## src/rtl/arbitro_destino_pkg.sv

```systemverilog
// Shared definitions for the destination arbiter: word field layout, FSM encodings and field helpers.
package arbitro_destino_pkg;

    localparam int ARB_WORD_SIZE = 12;
    localparam int ARB_NUM_CH    = 4;

    localparam int CLASS_MSB = 11;
    localparam int CLASS_LSB = 10;
    localparam int DEST_MSB  = 9;
    localparam int DEST_LSB  = 8;

    localparam logic [1:0] ST_INIT    = 2'b00;
    localparam logic [1:0] ST_IDLE    = 2'b01;
    localparam logic [1:0] ST_ACTIVE  = 2'b10;
    localparam logic [1:0] ST_BLOCKED = 2'b11;

    typedef logic [ARB_WORD_SIZE-1:0] word_t;

    function automatic logic [1:0] dest_of(input word_t w);
        return w[DEST_MSB:DEST_LSB];
    endfunction

    function automatic logic [ARB_NUM_CH-1:0] onehot4(input logic [1:0] idx);
        return 4'b0001 << idx;
    endfunction

endpackage

```

## src/rtl/arbitro_destino_sel_clase.sv

```systemverilog
// Four-way class selector: first non-empty class found scanning upward from ptr (mod 4).
module arbitro_destino_sel_clase
    import arbitro_destino_pkg::*;
(
    input  logic [3:0] empty,
    input  logic [1:0] ptr,
    output logic [1:0] grant,
    output logic       valid
);

    logic [1:0] idx_s;

    // Scan downward so the candidate closest to ptr is the last one written and therefore wins.
    always_comb begin
        grant = 2'd0;
        valid = 1'b0;
        idx_s = 2'd0;
        for (int k = 3; k >= 0; k--) begin
            idx_s = ptr + k[1:0];
            if (!empty[idx_s]) begin
                grant = idx_s;
                valid = 1'b1;
            end else begin
                grant = grant;
                valid = valid;
            end
        end
    end

endmodule

```

## src/rtl/arbitro_destino.sv

```systemverilog
// Destination arbiter: drains 4 class FIFOs into 4 destination FIFOs, one word per cycle.
// Define ROUND_ROBIN_EN for round-robin class selection; default build is strict priority (class 0 first).
module arbitro_destino
    import arbitro_destino_pkg::*;
#(
    parameter int WORD_SIZE = ARB_WORD_SIZE,
    parameter int NUM_CH    = ARB_NUM_CH
) (
    input  logic                        clk,
    input  logic                        reset,
    input  logic [NUM_CH*WORD_SIZE-1:0] data_in_arb,
    input  logic [NUM_CH-1:0]           fifos_empty,
    input  logic [NUM_CH-1:0]           fifos_almost_full,
    output logic [NUM_CH-1:0]           pop,
    output logic [NUM_CH-1:0]           push,
    output logic [WORD_SIZE-1:0]        data_out_arb,
    output logic [4:0]                  cuenta,
    output logic [1:0]                  estado
);

    logic [1:0]           estado_r;
    logic [1:0]           next_s;
    logic [NUM_CH-1:0]    push_r;
    logic [WORD_SIZE-1:0] data_r;
    logic [4:0]           cuenta_r;
    logic [1:0]           blk_r;
    logic [1:0]           ptr_s;
    logic [1:0]           grant_s;
    logic                 valid_s;
    logic [NUM_CH-1:0]    pop_s;
    logic [WORD_SIZE-1:0] heads_s [NUM_CH];
    logic [WORD_SIZE-1:0] sel_head_s;
    logic [1:0]           sel_dest_s;
    logic [1:0]           blk_dest_s;
    logic                 pop_any_s;

    // Unpack the show-ahead head word of each class FIFO.
    always_comb begin
        for (int i = 0; i < NUM_CH; i++) begin
            heads_s[i] = data_in_arb[i*WORD_SIZE +: WORD_SIZE];
        end
    end

    assign sel_head_s = heads_s[grant_s];
    assign sel_dest_s = dest_of(sel_head_s);
    assign blk_dest_s = dest_of(heads_s[blk_r]);
    assign pop_any_s  = |pop_s;

    arbitro_destino_sel_clase u_sel_clase (
        .empty (fifos_empty),
        .ptr   (ptr_s),
        .grant (grant_s),
        .valid (valid_s)
    );

`ifdef ROUND_ROBIN_EN
    logic [1:0] rr_ptr_r;

    // Round-robin pointer advances past the granted class only when a word is actually popped.
    always_ff @(posedge clk or negedge reset) begin
        if (!reset) begin
            rr_ptr_r <= 2'd0;
        end else if (pop_any_s) begin
            rr_ptr_r <= grant_s + 2'd1;
        end else begin
            rr_ptr_r <= rr_ptr_r;
        end
    end

    assign ptr_s = rr_ptr_r;
`else
    assign ptr_s = 2'd0;
`endif

    // Next-state and pop decode; a blocked head stalls the whole switch to keep head-of-line order.
    always_comb begin
        next_s = estado_r;
        pop_s  = {NUM_CH{1'b0}};
        case (estado_r)
            ST_INIT: begin
                next_s = ST_IDLE;
            end
            ST_IDLE: begin
                if (fifos_empty != {NUM_CH{1'b1}}) begin
                    next_s = ST_ACTIVE;
                end else begin
                    next_s = ST_IDLE;
                end
            end
            ST_ACTIVE: begin
                if (!valid_s) begin
                    next_s = ST_IDLE;
                end else if (fifos_almost_full[sel_dest_s]) begin
                    next_s = ST_BLOCKED;
                end else begin
                    pop_s  = onehot4(grant_s);
                    next_s = ST_ACTIVE;
                end
            end
            ST_BLOCKED: begin
                if (fifos_empty[blk_r] || !fifos_almost_full[blk_dest_s]) begin
                    next_s = ST_ACTIVE;
                end else begin
                    next_s = ST_BLOCKED;
                end
            end
            default: begin
                next_s = ST_INIT;
            end
        endcase
    end

    // State, registered push/data one cycle behind the pop, forwarded-word counter.
    always_ff @(posedge clk or negedge reset) begin
        if (!reset) begin
            estado_r <= ST_INIT;
            push_r   <= {NUM_CH{1'b0}};
            data_r   <= {WORD_SIZE{1'b0}};
            cuenta_r <= 5'd0;
            blk_r    <= 2'd0;
        end else begin
            estado_r <= next_s;
            if (pop_any_s) begin
                push_r   <= onehot4(sel_dest_s);
                data_r   <= sel_head_s;
                cuenta_r <= cuenta_r + 5'd1;
            end else begin
                push_r   <= {NUM_CH{1'b0}};
                data_r   <= data_r;
                cuenta_r <= cuenta_r;
            end
            if (estado_r == ST_ACTIVE) begin
                blk_r <= grant_s;
            end else begin
                blk_r <= blk_r;
            end
        end
    end

    assign pop          = pop_s;
    assign push         = push_r;
    assign data_out_arb = data_r;
    assign cuenta       = cuenta_r;
    assign estado       = estado_r;

endmodule

```

## config.mk

```make
export PLATFORM = sky130hd
export DESIGN_NAME = arbitro_destino
export DESIGN_NICKNAME = d
export VERILOG_FILES = /design/src/rtl/arbitro_destino_pkg.sv /design/src/rtl/arbitro_destino_sel_clase.sv /design/src/rtl/arbitro_destino.sv
export SDC_FILE = /design/constraint.sdc
export NUM_CORES = 1
export LEC_CHECK = 0
export BUFFER_PORTS_ARGS = -buffer_cell sky130_fd_sc_hd__buf_2
export CAP_MARGIN = 20
export CORE_ASPECT_RATIO = 0.5
export CORE_MARGIN = 2
export CORE_UTILIZATION = 40
export CTS_BUF_LIST = sky130_fd_sc_hd__clkbuf_16
export DETAILED_ROUTE_END_ITERATION = 16
export PLACE_DENSITY = 0.77
export SYNTH_ARGS = -nofsm -noshare
export SYNTH_HDL_FRONTEND = slang
export SYNTH_SLANG_ARGS = --single-unit
```

## constraint.sdc

```tcl
create_clock -name clk -period 1.7 [get_ports clk]
set_input_delay 0.17 -clock clk [delete_from_list [all_inputs] [get_ports clk]]
set_output_delay 0.17 -clock clk [all_outputs]
set_load 0.05 [all_outputs]
```

==> flow_summary_export.csv, run 1 <==
group,metric,value,unit
critical_path,path_cells,"buf_12, buf_4, nand3_1, and2_4, o22ai_2, a311oi_2, nor2_4, buf_12, nor4_4, buf_6",
placed_design,postPlaceCellArea,0.00219,sq mm
synthesis,synthSimpleGateAreaFrac,0.161,
timing,hold_viol,0,
critical_path,critical_path_required,1.53,ns
synthesis,synth_edf_count,0,
synthesis,synth_common_cells,"dfrtp_1, nand2_1, a21o_1, a21oi_1, a222oi_1",
finish,finalNonFillerCells,312,
clock_network,numClockSinks,25,
routing,avgViaCountPerCell,5.63,
clock_network,h-tree-depth,1,
critical_path,path_buf_inv,4,
synthesis,muxShareOfSynthArea,0.0669,
synthesis,synth_cell_type_count,43,
timing,finalCritPeriodShare,1.18,
power_and_ir_drop,switching_share,0.494,
finish,antenna_cells,0,
placed_design,gp_congestion,0.894,
floorplan,num_rows,15,
synthesis,synthTopCellsByArea,"dfrtp_1, a222oi_1, a21o_1, nand2_1, mux4_2",
flow_run,maxCapViolations,0,
synthesis,syn-cell-area,0.00150,sq mm
synthesis,async_flop_share,1.00,
timing,finClkSkew,0.00587,ns
worst_hold_path,min_path_cells,4,
timing,period_needed,2.00,ns
critical_path,worst-r2r-setup-slack,0.11,ns
critical_path,path_delay_family,"buffers and inverters",
placed_design,dp.final_hpwl,3450,microns
power_and_ir_drop,p_seq_frac,0.269,
clock_network,clockBufferDepth,2,
timing,finalSetupViolCount,23,
synthesis,synth_compound_area_frac,0.263,
timing,relSlewSlack,0.613,
floorplan,die_h,47.3,microns
floorplan,start_util,0.426,
synthesis,yosysWarnings,0,
critical_path,max_stage_delay,0.42,ns
timing,fmax,500,MHz
synthesis,synth_xor_area_frac,0.0234,
critical_path,cp.arrival,1.83,ns
finish,nFillCells,235,
critical_path,rr_worst_depth,5,
synthesis,ys_seq_area_frac,0.418,
finish,syn_to_final_growth,71.4,%
global_routing,grt_max_degree,26,
routing,drcViolationCount,0,
global_routing,grt_use_total,0.253,
critical_path,timing_worst_setup_path_type,"input port to output port",
synthesis,syn_avg_cell_area,10.0,sq um
critical_path,r2r_start,"blk_r[0]",
global_routing,grt_first_pass_wirelength,8340,microns
finish,drive_above_1_share,0.605,
floorplan,io-pin-count,85,
worst_hold_path,hold_start,"data_in_arb[4]",
timing,worst_slew_pin_slew,0.581,ns
placed_design,portBuffers,84,
clock_network,cts_made_buffers,3,
power_and_ir_drop,ir_drop,916,uV
placed_design,dp_cells,296,
status,violations,"setup timing",
clock_network,clk_pin_slew_worst_paths,0.06,ns
synthesis,synth_top_family_by_area,"compound AO/OA/AOI/OAI gates",
power_and_ir_drop,p_leak,1.29,nW
finish,fin_nets,321,
timing,rsz0062_at_grt,"true",
global_routing,grt.overflow.total,0,
routing,dr.first_iter.drc_count,122,
synthesis,synth_nets,208,
floorplan,die_area,0.00428,sq mm
floorplan,fp.dieW,90.5,microns
timing,setup_slack,-0.300,ns
synthesis,ys_dominant_reg_cell,"dfrtp_1",
power_and_ir_drop,powerDensity,1500,mW/mm^2
critical_path,crit_path_end_kind,"output port",
synthesis,yosysMostFrequentCell,"dfrtp_1",
power_and_ir_drop,comb_power_share,0.594,
worst_hold_path,hold_path_class,"input port to register",
critical_path,cpMaxStageDelayCell,"a311oi_2",
global_routing,antenna_found_initial,0,
synthesis,yosysTopAreaCellShare,0.418,
critical_path,r2r-end,"estado[0]",
critical_path,crit_top_cell,"buf_12",
synthesis,synth_cells,149,
synthesis,synth_top_cell_by_area,"dfrtp_1",
global_routing,grt_pass1_vias,1721,
routing,route.detailed.wl_per_inst,17.8,microns
critical_path,crit_path_max_fanout,5,
power_and_ir_drop,p_int,1.95,mW
finish,design_area,0.00256,sq mm
timing,drv_slew,0,
clock_network,cts_tree,"yes",
worst_hold_path,holdPathEnd,"data_out_arb[4]",
power_and_ir_drop,pwr-share-clk,0.137,
clock_network,worstSkewPairLatency,0.26,ns
routing,drt_wl_total,5550,microns
routing,vias,1757,
floorplan,core,0.00351,sq mm
power_and_ir_drop,netSwitchingPower,1.90,mW
clock_network,root_buffer,"clkbuf_16",
synthesis,synth_fa_ha_area_frac,0.0151,
synthesis,synth-seq-cells,25,
routing,antenna_left,0,
routing,firstDrtPassIters,6,
status,status,"finished with violations",
critical_path,start_kind,"input port",
==> layer usage <==
metal	GRT usage	up-vias	routed length, microns
met5	0	-	0
met4	0.120	0	191
met3	0.0498	20	319
met2	0.518	87	2930
met1	0.269	862	2110
li1	-	788	-
==> state kept, by name, indices dropped and copies added (netlist names) <==
register      count
blk_r             2
cuenta            5
data_out_arb     12
estado            2
push              4
==> worst register-to-register path, stage by stage (launching register included) <==
cell and delay [ns]:
dfrtp_1 0.37, buf_4 0.16, mux4_2 0.51, mux4_2 0.31
nand2_1 0.09, nand2_1 0.05
==> timing repair <==
| item | 4_1_cts | 5_1_grt |
|---|---|---|
| hold endpoints to repair | 25 | 0 |
| hold buffers | 1 | 0 |
| resized for setup | 35 | 13 |
| pin swaps | 7 | 6 |
| buffers inserted | 7 | 4 |
| setup endpoints to repair | 18 | 25 |
==> power groups by stage <==
stage | registers, mW | clock network (mW) | logic (mW)
6_report | 1.04 | 0.527 | 2.29
5_1_grt | 1.06 | 0.558 | 2.41
4_1_cts | 1.02 | 0.524 | 2.20
3_5_place_dp | 1.02 | 0 | 2.04
3_3_place_gp | 1.01 | 0 | 2.00
2_1_floorplan | 1.77 | 0 | 0.762
==> cells in the final DEF, fill, tap and decap left out, drive strengths merged <==
cell type      n
dlygate4sd3    1
nand3          3
maj3           1
o22ai          1
dfrtp         25
nand4          1
a21oi         11
a21boi         2
xor2           3
nor2b          2
nor2           9
and2           1
o221a          1
mux2i          1
nor3           3
a211oi         2
and4b          1
nand2         19
a311oi         2
o21bai         1
a21o          11
clkbuf         3
buf          118
nand2b         2
o211ai         1
nor3b          3
a222oi        10
xnor2          1
ha             1
inv            5
o21ai          7
nor4           3
mux4           3
o22a           1
mux2           2
==> per-stage QoR <==
step	hold WS (ns)	util	setup WS [ns]	setup TNS (ns)	power (mW)
2_1_floorplan	-0.126	-	-0.422	-2.36	2.53
3_3_place_gp	0.189	0.625	-0.351	-6.93	3.00
3_5_place_dp	0.205	0.625	-0.446	-8.69	3.06
4_1_cts	0.277	0.706	-0.292	-2.05	3.74
5_1_grt	0.299	0.731	-0.333	-3.18	4.03
6_report	0.277	0.731	-0.300	-2.31	3.85
==> cells by family after synthesis <==
group           after synthesis
simple gates                 47
xor+xnor                      4
mux                           6
fa+ha+maj                     2
buf+inv                      15
flops                        25
compound gates               50
==> layout make-up <==
cell class                 instances  area [sq um]  share of cell area
clock inverter                     1          3.75             0.00146
inverter                           4          15.0             0.00585
timing repair buffer             119           802               0.313
sequential                        25           627               0.244
tap                               51          63.8              0.0249
clock buffer                       3          75.1              0.0293
multi-input combinational        109           978               0.381
==> worst max path at each step <==
| stage | to | cells past startpoint | start |
|---|---|---|---|
| final | pop[2] | 10 | fifos_empty[2] |
| after global routing | pop[3] | 10 | fifos_empty[2] |
| after CTS | pop[2] | 9 | fifos_empty[3] |
| after detailed placement | pop[2] | 9 | fifos_empty[1] |
| after global placement | pop[2] | 9 | fifos_empty[1] |
| after floorplan | pop[1] | 7 | fifos_empty[0] |
Power figures use the tool's default switching activity.
==> run 2, diff against run 1 <==
--- a/config.mk
+++ b/config.mk
@@ -12,7 +12,8 @@
 export CORE_UTILIZATION = 40
 export CTS_BUF_LIST = sky130_fd_sc_hd__clkbuf_16
 export DETAILED_ROUTE_END_ITERATION = 16
-export PLACE_DENSITY = 0.77
+export PLACE_DENSITY = 0.75
 export SYNTH_ARGS = -nofsm -noshare
 export SYNTH_HDL_FRONTEND = slang
+export SYNTH_HIERARCHICAL = 1
 export SYNTH_SLANG_ARGS = --single-unit
==> flow_summary_export.csv, run 2 <==
group,metric,value,unit
critical_path,rr_worst_depth,5,
synthesis,syn-cell-area,0.00159,sq mm
power_and_ir_drop,powerDensity,1630,mW/mm^2
floorplan,fp.dieW,93.2,microns
synthesis,synth_cells,117,
routing,highest_layer,"met4",
clock_network,cts_made_buffers,3,
timing,finalSetupViolCount,26,
clock_network,clockBufferDepth,2,
global_routing,antenna_found_initial,0,
timing,relSlewSlack,0.627,
worst_hold_path,hold_path_class,"input port to register",
floorplan,die_h,48.6,microns
placed_design,portBuffers,84,
synthesis,syn_avg_cell_area,13.6,sq um
synthesis,synth_cell_type_count,35,
synthesis,yosysTopAreaCellShare,0.393,
critical_path,worst-r2r-setup-slack,-0.05,ns
timing,period_needed,2.71,ns
critical_path,start_kind,"input port",
finish,largest_reg_flops,12,
critical_path,r2r-end,"estado[0]",
routing,wl_met1,1680,microns
critical_path,timing_worst_setup_path_type,"input port to output port",
placed_design,gp_congestion,0.767,
routing,dr.first_iter.drc_count,50,
timing,worst_slew_pin_slew,0.559,ns
synthesis,ys_dominant_reg_cell,"dfrtp_1",
synthesis,synth-seq-cells,25,
routing,drcViolationCount,0,
critical_path,critical_path_required,1.53,ns
flow_run,maxCapViolations,0,
floorplan,io-pin-count,85,
synthesis,synth_top_cell_by_area,"dfrtp_1",
timing,timing.hold.ws,0.100,ns
critical_path,crit_path_end_kind,"output port",
synthesis,yosysWarnings,6,
placed_design,dp.final_hpwl,3180,microns
routing,avgViaCountPerCell,4.99,
global_routing,grt_max_degree,26,
finish,antenna_cells,0,
synthesis,synthTopCellsByArea,"dfrtp_1, mux4_2, mux2_4, mux4_1, mux2_2",
routing,drt_wl_total,4290,microns
synthesis,synth_common_cells,"dfrtp_1, mux2_4, mux4_2, nor2_1, mux2_2",
finish,final_cell_mix,"buf_2, dfrtp_1, buf_4, mux2_4, mux4_2",
finish,post-route-util,0.658,
finish,mostFrequentLayoutCell,"buf_2",
power_and_ir_drop,ir_drop,700,uV
floorplan,num_rows,16,
synthesis,ys_seq_area_frac,0.393,
global_routing,grt_first_pass_wirelength,6940,microns
floorplan,die_area,0.00453,sq mm
routing,firstDrtPassIters,4,
placed_design,dp_slack,-1.17,ns
power_and_ir_drop,switching_share,0.460,
status,status,"finished with violations",
critical_path,startpoint,"fifos_empty[1]",
worst_hold_path,hold_start,"fifos_almost_full[0]",
power_and_ir_drop,comb_power_share,0.623,
routing,route.detailed.wl_per_inst,14.9,microns
power_and_ir_drop,p_int,2.25,mW
clock_network,h-tree-depth,1,
status,violations,"setup timing",
synthesis,async_flop_share,1.00,
critical_path,crit_path_end,"pop[3]",
clock_network,clk_pin_slew_worst_paths,0.06,ns
finish,drive_above_1_share,0.679,
clock_network,cts_tree,"yes",
power_and_ir_drop,p_seq_frac,0.254,
timing,drv_slew,0,
timing,setup_slack,-1.01,ns
finish,syn_to_final_growth,59.8,%
critical_path,r2r_start,"blk_r[1]",
timing,finalCritPeriodShare,1.59,
timing,finClkSkew,0.00214,ns
global_routing,grt_pass1_vias,1523,
finish,fin_nets,294,
power_and_ir_drop,pwr-share-clk,0.123,
critical_path,crit_path_max_fanout,3,
clock_network,root_buffer,"clkbuf_16",
routing,vias,1438,
finish,design_area,0.00254,sq mm
timing,rsz0062_at_grt,"true",
critical_path,cp.arrival,2.54,ns
routing,antenna_left,0,
clock_network,worstSkewPairLatency,0.25,ns
timing,fmax,369,MHz
timing,hold_viol,0,
routing,met3_length,169,microns
synthesis,yosysMostFrequentCell,"dfrtp_1",
floorplan,core,0.00386,sq mm
routing,wl_met2,2380,microns
power_and_ir_drop,p_leak,1.26,nW
global_routing,grt.overflow.total,0,
clock_network,numClockSinks,25,
floorplan,start_util,0.412,
synthesis,synth_edf_count,0,
power_and_ir_drop,netSwitchingPower,1.91,mW
global_routing,grt_use_total,0.194,
placed_design,postPlaceCellArea,0.00230,sq mm
[run 2: cell types whose count changed in the layout (fill, tap and decap cells not counted), moves of 6 or more]
cell      before  now
nand2_1       18    0
a21o_1        11    0
a222oi_1      10    0
mux2_4         1   10
a21oi_1        9    2
conb_1         0    7
mux4_2         3    9
[run 2: logic make-up (layout without fill, tap and decap cells)]
| logic type | Yosys count | in the layout | share of synthesized area |
|---|---|---|---|
| buf+inv | 8 | 119 | 0.0346 |
| flops | 25 | 25 | 0.393 |
| xor+xnor | 4 | 4 | 0.0220 |
| other cells | 1 | 7 | 0.00236 |
| simple gates | 33 | 33 | 0.114 |
| fa+ha+maj | 1 | 1 | 0.00786 |
| compound gates | 9 | 9 | 0.0393 |
| mux | 36 | 36 | 0.387 |
[run 2: worst min path at each step]
stage | end | slack [ns] | cells past startpoint
2_1_floorplan | blk_r[0] | -0.13 | 0
3_5_place_dp | blk_r[1] | 0.19 | 1
6_report | push[0] | 0.10 | 2
4_1_cts | push[0] | 0.10 | 2
5_1_grt | push[0] | 0.11 | 2
3_3_place_gp | push[0] | 0.18 | 1
[run 2: layout make-up]
type / instances / area (sq um)
Fill cell: 283 / 1320
Multi-Input combinational cell: 90 / 1060
Timing Repair Buffer: 112 / 701
Sequential cell: 25 / 626
Clock buffer: 3 / 75.1
Tap cell: 54 / 67.6
Inverter: 3 / 11.3
Clock inverter: 1 / 5.00
[run 2: per-layer routing]
metal	global-route usage	up-vias
met5	0	-
met4	0.0466	0
met3	0.0312	6
met2	0.372	34
met1	0.228	718
li1	-	680
[run 2: timing repair]
item	CTS	global route
endpoints found under the setup margin	26	26
pin swaps	9	8
hold buffers	1	0
resized for setup	19	8
hold endpoints to repair	25	0
buffers inserted	5	6
[run 2: power by group through the flow]
stage          sequential (mW)  clock (mW)  combinational, mW
2_1_floorplan             1.85           0              0.947
3_3_place_gp              1.04           0               2.39
3_5_place_dp              1.05           0               2.44
4_1_cts                   1.05       0.519               2.55
5_1_grt                   1.09       0.538               2.71
6_report                  1.06       0.512               2.59
[run 2: critical path: stages]
cell and delay, ns:
buf_6 0.09, nor2b_4 0.12, or3_1 0.34, a22oi_2 0.25
mux4_2 0.60, mux2i_2 0.18, mux2_4 0.30, and2_4 0.16
and3_4 0.18, buf_8 0.14
[run 2: metrics by stage]
step / setup TNS, ns / instances / power [mW]
after floorplan: -9.79 / 123 / 2.80
after global placement: -23.57 / 277 / 3.44
after detailed placement: -25.31 / 277 / 3.49
after global routing: -20.49 / 288 / 4.34
after CTS: -17.81 / 286 / 4.12
final: -19.01 / 288 / 4.16
==> run 3, diff against run 2 <==
--- a/config.mk
+++ b/config.mk
@@ -11,8 +11,10 @@
 export CORE_MARGIN = 2
 export CORE_UTILIZATION = 40
 export CTS_BUF_LIST = sky130_fd_sc_hd__clkbuf_16
+export CTS_CLUSTER_SIZE = 14
 export DETAILED_ROUTE_END_ITERATION = 16
 export PLACE_DENSITY = 0.75
+export SKIP_CTS_REPAIR_TIMING = 1
 export SYNTH_ARGS = -nofsm -noshare
 export SYNTH_HDL_FRONTEND = slang
 export SYNTH_HIERARCHICAL = 1
==> flow_summary_export.csv, run 3 (synthesis gave the netlist of run 2 again) <==
group,metric,value,unit
status,status,"finished with violations",
status,violations,"setup timing",
worst_hold_path,hold_start,"fifos_almost_full[0]",
timing,fmax,363,MHz
clock_network,clk_pin_slew_worst_paths,0.06,ns
clock_network,worstSkewPairLatency,0.26,ns
power_and_ir_drop,finalPower,4.05,mW
timing,rsz0062_at_grt,"true",
critical_path,start_kind,"input port",
routing,route.detailed.wl_per_inst,15.0,microns
global_routing,grt_max_degree,26,
finish,mostFrequentLayoutCell,"buf_2",
critical_path,r2r_start,"blk_r[1]",
finish,nFillCells,311,
critical_path,rr_worst_depth,5,
clock_network,h-tree-depth,1,
finish,fin_nets,291,
global_routing,grt_first_pass_wirelength,6540,microns
finish,post-route-util,0.638,
critical_path,critical_path_required,1.53,ns
routing,drt_wl_total,4290,microns
floorplan,io-pin-count,85,
global_routing,grt_use_total,0.183,
placed_design,dp.final_hpwl,3180,microns
power_and_ir_drop,ir_drop,699,uV
power_and_ir_drop,netSwitchingPower,1.87,mW
finish,final_cell_mix,"buf_2, dfrtp_1, buf_4, mux2_4, mux4_2",
floorplan,die_area,0.00453,sq mm
timing,drv_slew,0,
clock_network,numClockSinks,25,
critical_path,timing_worst_setup_path_type,"input port to output port",
timing,setup_tns,-18.84,ns
timing,timing.hold.ws,0.104,ns
routing,firstDrtPassIters,4,
timing,finalCritPeriodShare,1.62,
routing,vias,1449,
placed_design,portBuffers,84,
worst_hold_path,min_path_cells,2,
clock_network,cts_tree,"yes",
power_and_ir_drop,p_leak,1.23,nW
placed_design,gp_congestion,0.767,
power_and_ir_drop,p_seq_frac,0.258,
finish,syn_to_final_growth,54.9,%
routing,avgViaCountPerCell,5.08,
global_routing,grt_pass1_vias,1477,
critical_path,startpoint,"fifos_empty[1]",
floorplan,core,0.00386,sq mm
timing,period_needed,2.75,ns
power_and_ir_drop,p_int,2.17,mW
routing,antenna_left,0,
floorplan,num_rows,16,
timing,worst_slew_pin_slew,0.572,ns
timing,finalSetupViolCount,26,
global_routing,antenna_found_initial,0,
critical_path,crit_path_end_kind,"output port",
floorplan,fp.dieW,93.2,microns
global_routing,grt.overflow.total,0,
power_and_ir_drop,comb_power_share,0.614,
timing,hold_viol,0,
clock_network,cts_made_buffers,3,
power_and_ir_drop,pwr-share-clk,0.128,
worst_hold_path,hold_path_class,"input port to register",
clock_network,root_buffer,"clkbuf_16",
routing,dr.first_iter.drc_count,31,
timing,relSlewSlack,0.619,
finish,largest_reg_flops,12,
timing,setup_slack,-1.05,ns
critical_path,r2r-end,"estado[0]",
timing,finClkSkew,0.00140,ns
floorplan,die_h,48.6,microns
finish,drive_above_1_share,0.649,
critical_path,cp.arrival,2.58,ns
critical_path,worst-r2r-setup-slack,-0.04,ns
floorplan,start_util,0.412,
power_and_ir_drop,powerDensity,1640,mW/mm^2
critical_path,crit_path_max_fanout,4,
flow_run,maxCapViolations,0,
worst_hold_path,holdPathEnd,"push[0]",
finish,antenna_cells,0,
clock_network,clockBufferDepth,2,
power_and_ir_drop,switching_share,0.463,
routing,drcViolationCount,0,
-- run 3: critical path, cell delays in order --
cell and delay, ns:
buf_6 0.09, nor2b_4 0.12, or3_1 0.33, a22oi_2 0.24
mux4_2 0.61, mux2i_2 0.20, mux2_4 0.31, and2_4 0.19
and3_4 0.18, buf_8 0.14
-- run 3: worst max path at each step --
stage / to
floorplan: pop[1]
global placement: data_out_arb[5]
detailed placement: data_out_arb[4]
CTS: pop[3]
global route: pop[3]
finish: pop[3]
-- run 3: final cells by class --
cell class / count / area, sq um / share of cell area
multi-input cells: 90 / 1020 / 0.415
repair buffers: 109 / 657 / 0.266
flip-flops and latches: 25 / 626 / 0.254
clock buffers: 3 / 75.1 / 0.0305
well taps: 54 / 67.6 / 0.0274
inverters: 3 / 11.3 / 0.00457
clock inverters: 1 / 5.00 / 0.00203
-- run 3: power by group through the flow --
| stage | combinational [mW] | sequential, mW | clock (mW) |
|---|---|---|---|
| after global placement | 2.39 | 1.04 | 0 |
| after CTS | 2.45 | 1.04 | 0.519 |
| final | 2.48 | 1.05 | 0.517 |
| after detailed placement | 2.44 | 1.05 | 0 |
| after floorplan | 0.947 | 1.85 | 0 |
| after global routing | 2.60 | 1.08 | 0.543 |
-- run 3: layer usage --
metal,vias up,GRT usage,routed length [microns]
met5,-,0,0
met4,0,0.0368,55
met3,6,0.0358,184
met2,39,0.360,2390
met1,728,0.207,1650
li1,676,-,-
-- run 3: stage by stage --
step,setup slack (ns),std cells,cell area (sq um)
after floorplan,-0.584,123,1680
after global placement,-1.10,277,2300
after detailed placement,-1.17,277,2300
after CTS,-1.19,281,2380
after global routing,-1.10,285,2460
final,-1.05,285,2460
